<file path="src/rtl/push_conditioner.sv">
// rtl/push_conditioner.sv - per-button synchronizer, debounce, press pulse and auto-repeat
module push_conditioner #(
    parameter int               N_BTN           = 5,
    parameter int               DEBOUNCE_CYCLES = 10000,
    parameter int               REPEAT_DELAY    = 500000,
    parameter int               REPEAT_PERIOD   = 100000,
    parameter logic [N_BTN-1:0] REPEAT_MASK     = 5'b00011
) (
    input  logic             clk_osc,
    input  logic             rst_n,
    input  logic [N_BTN-1:0] push_raw,
    output logic [N_BTN-1:0] btn_level,
    output logic [N_BTN-1:0] btn_press,
    output logic [N_BTN-1:0] btn_repeat,
    output logic [N_BTN-1:0] btn_event
);

    localparam int DW   = $clog2(DEBOUNCE_CYCLES + 1);
    localparam int RMAX = (REPEAT_DELAY > REPEAT_PERIOD) ? REPEAT_DELAY : REPEAT_PERIOD;
    localparam int RW   = $clog2(RMAX + 1);

    localparam logic [DW-1:0] DB_LAST = DW'(DEBOUNCE_CYCLES - 1);
    localparam logic [RW-1:0] RD_LAST = RW'(REPEAT_DELAY - 1);
    localparam logic [RW-1:0] RP_LAST = RW'(REPEAT_PERIOD - 1);

    localparam logic [1:0] S_IDLE = 2'd0;
    localparam logic [1:0] S_WAIT = 2'd1;
    localparam logic [1:0] S_RPT  = 2'd2;

    logic [N_BTN-1:0] r_sync1;
    logic [N_BTN-1:0] r_sync2;

    always_ff @(posedge clk_osc or negedge rst_n) begin
        if (!rst_n) begin
            r_sync1 <= '0;
            r_sync2 <= '0;
        end else begin
            r_sync1 <= push_raw;
            r_sync2 <= r_sync1;
        end
    end

    for (genvar i = 0; i < N_BTN; i++) begin : g_btn
        logic [DW-1:0] r_db_cnt;
        logic          r_level;
        logic          r_press;
        logic          w_changed;
        logic          w_accept;
        logic          w_rise;

        assign w_changed = (r_sync2[i] != r_level);
        assign w_accept  = w_changed && (r_db_cnt == DB_LAST);
        assign w_rise    = w_accept && r_sync2[i];

        always_ff @(posedge clk_osc or negedge rst_n) begin
            if (!rst_n) begin
                r_db_cnt <= '0;
                r_level  <= 1'b0;
                r_press  <= 1'b0;
            end else begin
                r_press <= w_rise;
                if (!w_changed) begin
                    r_db_cnt <= '0;
                end else if (w_accept) begin
                    r_db_cnt <= '0;
                    r_level  <= r_sync2[i];
                end else begin
                    r_db_cnt <= r_db_cnt + 1'b1;
                end
            end
        end

        assign btn_level[i] = r_level;
        assign btn_press[i] = r_press;

        if (REPEAT_MASK[i]) begin : g_rpt
            logic [1:0]    r_state;
            logic [RW-1:0] r_rpt_cnt;
            logic          r_repeat;
            logic          w_fall;

            assign w_fall = w_accept && !r_sync2[i];

            // An accepted release wins over a repeat pulse due on the same edge.
            always_ff @(posedge clk_osc or negedge rst_n) begin
                if (!rst_n) begin
                    r_state   <= S_IDLE;
                    r_rpt_cnt <= '0;
                    r_repeat  <= 1'b0;
                end else begin
                    r_repeat <= 1'b0;
                    if (w_fall) begin
                        r_state   <= S_IDLE;
                        r_rpt_cnt <= '0;
                    end else begin
                        case (r_state)
                            S_IDLE: begin
                                r_rpt_cnt <= '0;
                                if (w_rise) r_state <= S_WAIT;
                            end
                            S_WAIT: begin
                                if (r_rpt_cnt == RD_LAST) begin
                                    r_repeat  <= 1'b1;
                                    r_rpt_cnt <= '0;
                                    r_state   <= S_RPT;
                                end else begin
                                    r_rpt_cnt <= r_rpt_cnt + 1'b1;
                                end
                            end
                            S_RPT: begin
                                if (r_rpt_cnt == RP_LAST) begin
                                    r_repeat  <= 1'b1;
                                    r_rpt_cnt <= '0;
                                end else begin
                                    r_rpt_cnt <= r_rpt_cnt + 1'b1;
                                end
                            end
                            default: begin
                                r_state   <= S_IDLE;
                                r_rpt_cnt <= '0;
                            end
                        endcase
                    end
                end
            end

            assign btn_repeat[i] = r_repeat;
        end else begin : g_no_rpt
            assign btn_repeat[i] = 1'b0;
        end
    end

    assign btn_event = btn_press | btn_repeat;

endmodule

</file>
<file path="config.mk">
export PLATFORM = sky130hd
export DESIGN_NAME = push_conditioner
export DESIGN_NICKNAME = d
export VERILOG_FILES = /design/src/rtl/push_conditioner.sv
export SDC_FILE = /design/constraint.sdc
export NUM_CORES = 1
export LEC_CHECK = 0
export ABC_AREA = 1
export BUFFER_PORTS_ARGS = -buffer_cell sky130_fd_sc_hd__buf_2
export CAP_MARGIN = 20
export CORE_ASPECT_RATIO = 1.1
export CORE_UTILIZATION = 25
export CTS_CLUSTER_DIAMETER = 150
export CTS_CLUSTER_SIZE = 10
export DETAILED_ROUTE_END_ITERATION = 16
export PLACE_DENSITY_LB_ADDON = 0.25
export SETUP_SLACK_MARGIN = 0.4
export SYNTH_ARGS = -nofsm -noshare
export SYNTH_HDL_FRONTEND = slang
export SYNTH_SLANG_ARGS = --single-unit
</file>
<file path="constraint.sdc">
create_clock -name clk_osc -period 2.5 [get_ports clk_osc]
set_input_delay 0.25 -clock clk_osc [delete_from_list [all_inputs] [get_ports clk_osc]]
set_output_delay 0.25 -clock clk_osc [all_outputs]
set_load 0.02 [all_outputs]
</file>
==> out/results.txt, run 1 <==
TritonRoute pass-1 iters - 5
Top-Level Pins - 27
Critical Path Source Type - flop
Final Slew Violations - 0
Final ANT Viol Nets - 0
Aggregate global-route resource usage - 10.07%
Ys flop type - dfrtp_1
Metal-1 WL - 6431 um
Most frequent cells after synthesis - 162 x nand2_1, 141 x inv_1, 136 x nor2_1
Max cap viols - 0
FF-to-FF path depth - 8
Int Power - 3.874 mW
RSZ-0062 raised after global routing - false
Count leader, synth - nand2_1
Clock root cell - clkbuf_16
Initial antenna violation count - 0
Cell chain of the critical path - ha_1 -> nand3_1 -> nor2_1 -> nand3_1 -> nand2_1 -> nand2_1 -> nand3_2 -> nor2_1
Switching share of total power - 22.03%
Asr flop ratio synth - 100.0%
CTS Sinks - 134
Post-layout nets - 927
Max frequency - 0.5597 GHz
Hold Worst Slack - 0.3482 ns
Crit path DAT - 2.12 ns
Area of the die - 0.02837 mm2
Largest net degree at the start of global routing - 68
Ant diodes - 0
Worst Setup End Kind - flop
Share of layout cells above drive strength 1 - 8.497%
Metal2 WL - 6482 um
Hold path cells - 0
DP Wirelength - 9576 um
Detail-routed via count per cell - 4.170
Final setup viols - 0
Max Fanout on Critical Path - 18
Post-synth EDFFs - 0
Status - completed
Seq. cell area - 0.003353 mm2
P_sw - 1.095 mW
Via count - 5317
Post-route setup slack - 0.7134 ns
Final Critical Period - 1.787 ns
Residual DRC - 0
DR iter-0 viols - 226
Crit Path Class - reg -> reg
Worst path required time - 2.83 ns
Sequential Power Share - 44.5%
Detail Route met3 WL - 273 um
Layout Skew - 0.006830 ns
Uppermost layer routed - met4
Synth top area share - 48.42%
Multi-input gate area - 0.002868 mm2
Power Total - 4.969 mW
Port Buffers - 23
Cell accounting for the most synthesized area - dfrtp_1
Yosys reg bits - 134
DR WL/cell - 10.45 um
Peak VDD IR - 0.4351 mV
Initial Util - 25.54%
# fillers - 2897
Leakage dissipation - 3.751 nW
Measured slew at the worst slew-check pin - 0.6445 ns
Post-synthesis sequential area ratio - 48.42%
WL final - 13320 um
Clock power share - 52.7%
Worst-path clk slew - 0.06 ns
Max incr delay on CP - 0.40 ns
Core ar. - 0.02712 mm2
Slew margin rel. - 57.03%
Routability cong. - 0.7654
Gate power share - 2.8%
Site Rows - 63
CTS tree - yes
Final period util - 71.46%
Syn_area_per_cell - 7.906 um2
Clock Latency Late Sink - 0.41 ns
Area grow syn2layout - 16.46%
Hold Path Class - reg -> reg
Die Span Y - 176.6 um
Die span in x - 160.7 um
Grt total ovfl - 0
Vias in the first global route - 5214
Synth area leaders - dfrtp_1 48%, nand2_1 8.8%, inv_1 7.6%
Setup TNS - 0 ns
Netlist cell types - 32
Postcts setup bufs - 0
Power per cell area - 616.1 mW/mm2
Synthesis Warnings - 0
H-tree levels - 4
Synthesized area - 0.006925 mm2
Fin. Hold Viols - 0
Clock buffer depth - 2
Post-synthesis cell count - 876
Worst path slowest cell - dfrtp_1
First-pass GRT wire length - 23520 um
Dpl ws - 0.4739 ns
Number of CTS-inserted buffers - 17
[flip-flops by register name, indices dropped and copies added, names as in the netlist]
register	flops
g_btn.g_rpt.r_repeat	2
g_btn.g_rpt.r_rpt_cnt	38
g_btn.g_rpt.r_state	4
g_btn.r_db_cnt	70
g_btn.r_level	5
g_btn.r_press	5
r_sync1	5
r_sync2	5
[routing by layer]
layer  track usage (%)  vias up
met5                 0        -
met4             3.538        0
met3             2.185        9
met2             17.57       53
met1             12.18     2467
li1                  -     2788
[timing repair]
item                                    CTS  global route
endpoints found under the setup margin    0             6
resized for setup                         0             1
hold buffers                              6             0
endpoints found under the hold margin    70             0
[stage by stage]
| step | cell area [um2] | cells | util (%) |
|---|---|---|---|
| finish | 8065 | 1275 | 29.74 |
| global route | 8065 | 1275 | 29.74 |
| CTS | 8061 | 1275 | 29.73 |
| detailed placement | 7377 | 1237 | 27.21 |
| global placement | 7377 | 1237 | 27.21 |
| floorplan | 6933 | 878 | - |
[final cells by class]
| class | instances | area share, % |
|---|---|---|
| repair buffers | 33 | 2.932 |
| clock buffers | 19 | 5.616 |
| multi-input cells | 576 | 35.56 |
| clock inverters | 13 | 2.125 |
| flip-flops and latches | 134 | 41.58 |
| inverters | 143 | 6.655 |
| well taps | 357 | 5.538 |
[logic make-up after synthesis]
| group | Yosys count | share of synthesized area (%) |
|---|---|---|
| AND/OR/NAND/NOR | 444 | 28.04 |
| buffers and inverters | 168 | 10.33 |
| flip-flops | 134 | 48.42 |
| AO/OA/AOI/OAI | 77 | 5.655 |
| XOR/XNOR | 37 | 4.788 |
| adder cells (fa/ha/maj) | 15 | 2.710 |
| other | 1 | 0.05415 |
[worst max-delay path: cells and delay by family, from the launching register on]
family                   cells  cell delay [ns]
AND/OR/NAND/NOR              7             1.07
flip-flops                   1             0.40
adder cells (fa/ha/maj)      1             0.23
[worst paths after layout]
| check | start | endpoint | slack [ns] |
|---|---|---|---|
| worst max-delay path | g_btn[1].g_rpt.r_rpt_cnt[0]$_DFF_PN0_ | g_btn[1].g_rpt.r_rpt_cnt[18]$_DFF_PN0_ | 0.71 |
| worst min-delay path | r_sync1[0]$_DFF_PN0_ | r_sync2[0]$_DFF_PN0_ | 0.35 |
| worst max register to register | g_btn[1].g_rpt.r_rpt_cnt[0]$_DFF_PN0_ | g_btn[1].g_rpt.r_rpt_cnt[18]$_DFF_PN0_ | 0.71 |
| worst min register to register | r_sync1[0]$_DFF_PN0_ | r_sync2[0]$_DFF_PN0_ | 0.35 |
| max in group asynchronous | rst_n | g_btn[1].g_rpt.r_rpt_cnt[11]$_DFF_PN0_ | 1.44 |
| min in group asynchronous | rst_n | g_btn[4].r_db_cnt[12]$_DFF_PN0_ | 0.41 |
[power by group through the flow]
| stage | Clock (mW) | Combinational (mW) | Sequential, mW |
|---|---|---|---|
| floorplan | 0 | 0.0676 | 2.25 |
| global placement | 0 | 0.139 | 2.25 |
| detailed placement | 0 | 0.139 | 2.25 |
| CTS | 2.71 | 0.147 | 2.21 |
| global route | 2.80 | 0.167 | 2.21 |
| finish | 2.62 | 0.139 | 2.21 |
[cell usage in the layout, fill, tap and decap left out, drive strengths merged, types with 7 or more instances in the layout]
cell,n
ha,15
a21oi,38
nand2,164
nand4,19
xnor2,7
nand3,65
buf,27
xor2,30
clkbuf,19
o21ai,36
nor3,35
dfrtp,134
inv,145
nor2,140
(Power assumes the default switching activity.)
==> run 2, diff against run 1 <==
Clock period 2.5 ns to 1.54 ns, I/O delays scaled along.
==> out/results.txt, run 2 (synthesis gave the netlist of run 1 again) <==
Crit path DAT - 1.82 ns
Core ar. - 0.02712 mm2
Largest net degree at the start of global routing - 34
Grt total ovfl - 0
Crit path capture - g_btn[3].r_db_cnt[9]$_DFF_PN0_
RSZ-0062 raised after global routing - true
Clock root cell - clkbuf_16
Worst Setup End Kind - flop
Biggest regs - g_btn.r_db_cnt x70, g_btn.g_rpt.r_rpt_cnt x38
CTS Sinks - 134
DR iter-0 viols - 219
FF-to-FF path depth - 9
Worst path required time - 1.85 ns
Fin. Hold Viols - 0
Site Rows - 63
Final instance area - 0.01053 mm2
Clock buffer depth - 2
Area grow syn2layout - 52.01%
Placed cell count - 1274
Aggregate global-route resource usage - 11.93%
Ant diodes - 0
Worst-path clk slew - 0.06 ns
Reg with most FFs - g_btn.r_db_cnt
Layout Skew - 0.01159 ns
DP Wirelength - 10480 um
Hold Path Class - in -> async
Final core utilization - 38.82%
TritonRoute pass-1 iters - 4
Number of CTS-inserted buffers - 17
Port Buffers - 23
Clock Latency Late Sink - 0.42 ns
Area of the die - 0.02837 mm2
WL final - 16560 um
Placed instance area - 0.007915 mm2
Power per cell area - 798.8 mW/mm2
Crit Path Class - reg -> reg
Final Critical Period - 1.506 ns
Final period util - 97.82%
Max Fanout on Critical Path - 6
Initial antenna violation count - 0
Share of layout cells above drive strength 1 - 44.66%
Final setup viols - 0
Routability cong. - 0.7915
Crit. Startpoint - g_btn[3].r_db_cnt[1]$_DFF_PN0_
Die Span Y - 176.6 um
Max cap viols - 0
Post-Layout Cell Count - 1387
Top-Level Pins - 27
R2r endpoint - g_btn[3].r_db_cnt[9]$_DFF_PN0_
R2R Setup Slk - 0.03 ns
Initial Util - 25.54%
Most common cell after layout, fill and taps aside - nand2_1
Detail-routed via count per cell - 4.310
Status - completed
Final Slew Violations - 0
DR WL/cell - 11.94 um
H-tree levels - 4
Leakage dissipation - 4.410 nW
CTS tree - yes
Commonest non-fill, non-tap cells in the layout - 118 x nand2_1, 115 x dfrtp_1, 113 x inv_1
Peak VDD IR - 0.4154 mV
Launch point of the worst reg-to-reg path - g_btn[3].r_db_cnt[1]$_DFF_PN0_
Final ANT Viol Nets - 0
Critical Path Source Type - flop
Max FFs per register - 70
First-pass GRT wire length - 27410 um
Residual DRC - 0
Max frequency - 0.6638 GHz
Via count - 5978
Vias in the first global route - 5925
Post-layout nets - 1039
Die span in x - 160.7 um
[run 2: layer usage]
| metal | track usage, % | wire [um] | vias to the layer above | share of wire (%) |
|---|---|---|---|---|
| met5 | 0 | 0 | - | 0 |
| met3 | 3.383 | 454 | 19 | 2.7 |
| met4 | 3.105 | 233 | 0 | 1.4 |
| met1 | 14.56 | 7362 | 2859 | 44 |
| met2 | 20.56 | 8505 | 58 | 51 |
| li1 | - | - | 3042 | - |
[run 2: how the worst min path moves through the flow]
| stage | from | endpoint | slack (ns) |
|---|---|---|---|
| 2_1_floorplan | rst_n | g_btn[0].g_rpt.r_repeat$_DFF_PN0_ | -0.14 |
| 3_3_place_gp | rst_n | g_btn[1].g_rpt.r_rpt_cnt[5]$_DFF_PN0_ | 0.08 |
| 3_5_place_dp | rst_n | g_btn[0].g_rpt.r_state[0]$_DFFE_PN0P_ | 0.08 |
| 4_1_cts | rst_n | g_btn[1].g_rpt.r_rpt_cnt[0]$_DFF_PN0_ | 0.20 |
| 5_1_grt | rst_n | g_btn[1].g_rpt.r_rpt_cnt[0]$_DFF_PN0_ | 0.22 |
| 6_report | rst_n | g_btn[1].g_rpt.r_rpt_cnt[0]$_DFF_PN0_ | 0.20 |
[run 2: where the power goes]
| part | internal [mW] | leakage [nW] | switching (mW) | total (mW) |
|---|---|---|---|---|
| Combinational | 0.176 | 2.30 | 0.228 | 0.404 |
| Clock | 2.78 | 0.301 | 1.62 | 4.40 |
| Sequential | 3.57 | 1.81 | 0.0382 | 3.60 |
[run 2: worst max-delay path: stages (launching register included)]
cell     delay, ns
dfrtp_1       0.35
ha_2          0.20
nand2_2       0.07
nor2_4        0.14
inv_2         0.06
nor3_4        0.18
a21oi_2       0.10
buf_6         0.15
o21ai_0       0.07
a21oi_1       0.06
[run 2: repair_timing]
item / in CTS / in global routing
hold endpoints to repair: 135 / 0
cloned: 7 / 2
endpoints found under the setup margin: 129 / 137
resized for setup: 161 / 213
setup buffers: 38 / 28
pin swaps: 67 / 73
hold buffers: 6 / 0
[run 2: metrics by stage]
stage               setup slack (ns)  setup TNS [ns]  power, mW  hold slack (ns)
floorplan                     0.1130               0      3.781          -0.1416
global placement             -0.2043          -2.546      3.910          0.07516
detailed placement           -0.2020          -3.029      3.912          0.07902
CTS                          0.04267               0      8.474           0.2015
global route                -0.08061         -0.9018      8.740           0.2243
finish                       0.03359               0      8.409           0.1984
[run 2: cell type report]
type / count / area, um2
Timing Repair Buffer: 137 / 1230
Sequential cell: 134 / 3377
Fill cell: 2729 / 16590
Clock inverter: 13 / 195.2
Tap cell: 357 / 446.7
Inverter: 143 / 553.0
Clock buffer: 19 / 442.9
Timing Repair inverter: 1 / 7.507
Multi-Input combinational cell: 583 / 4275
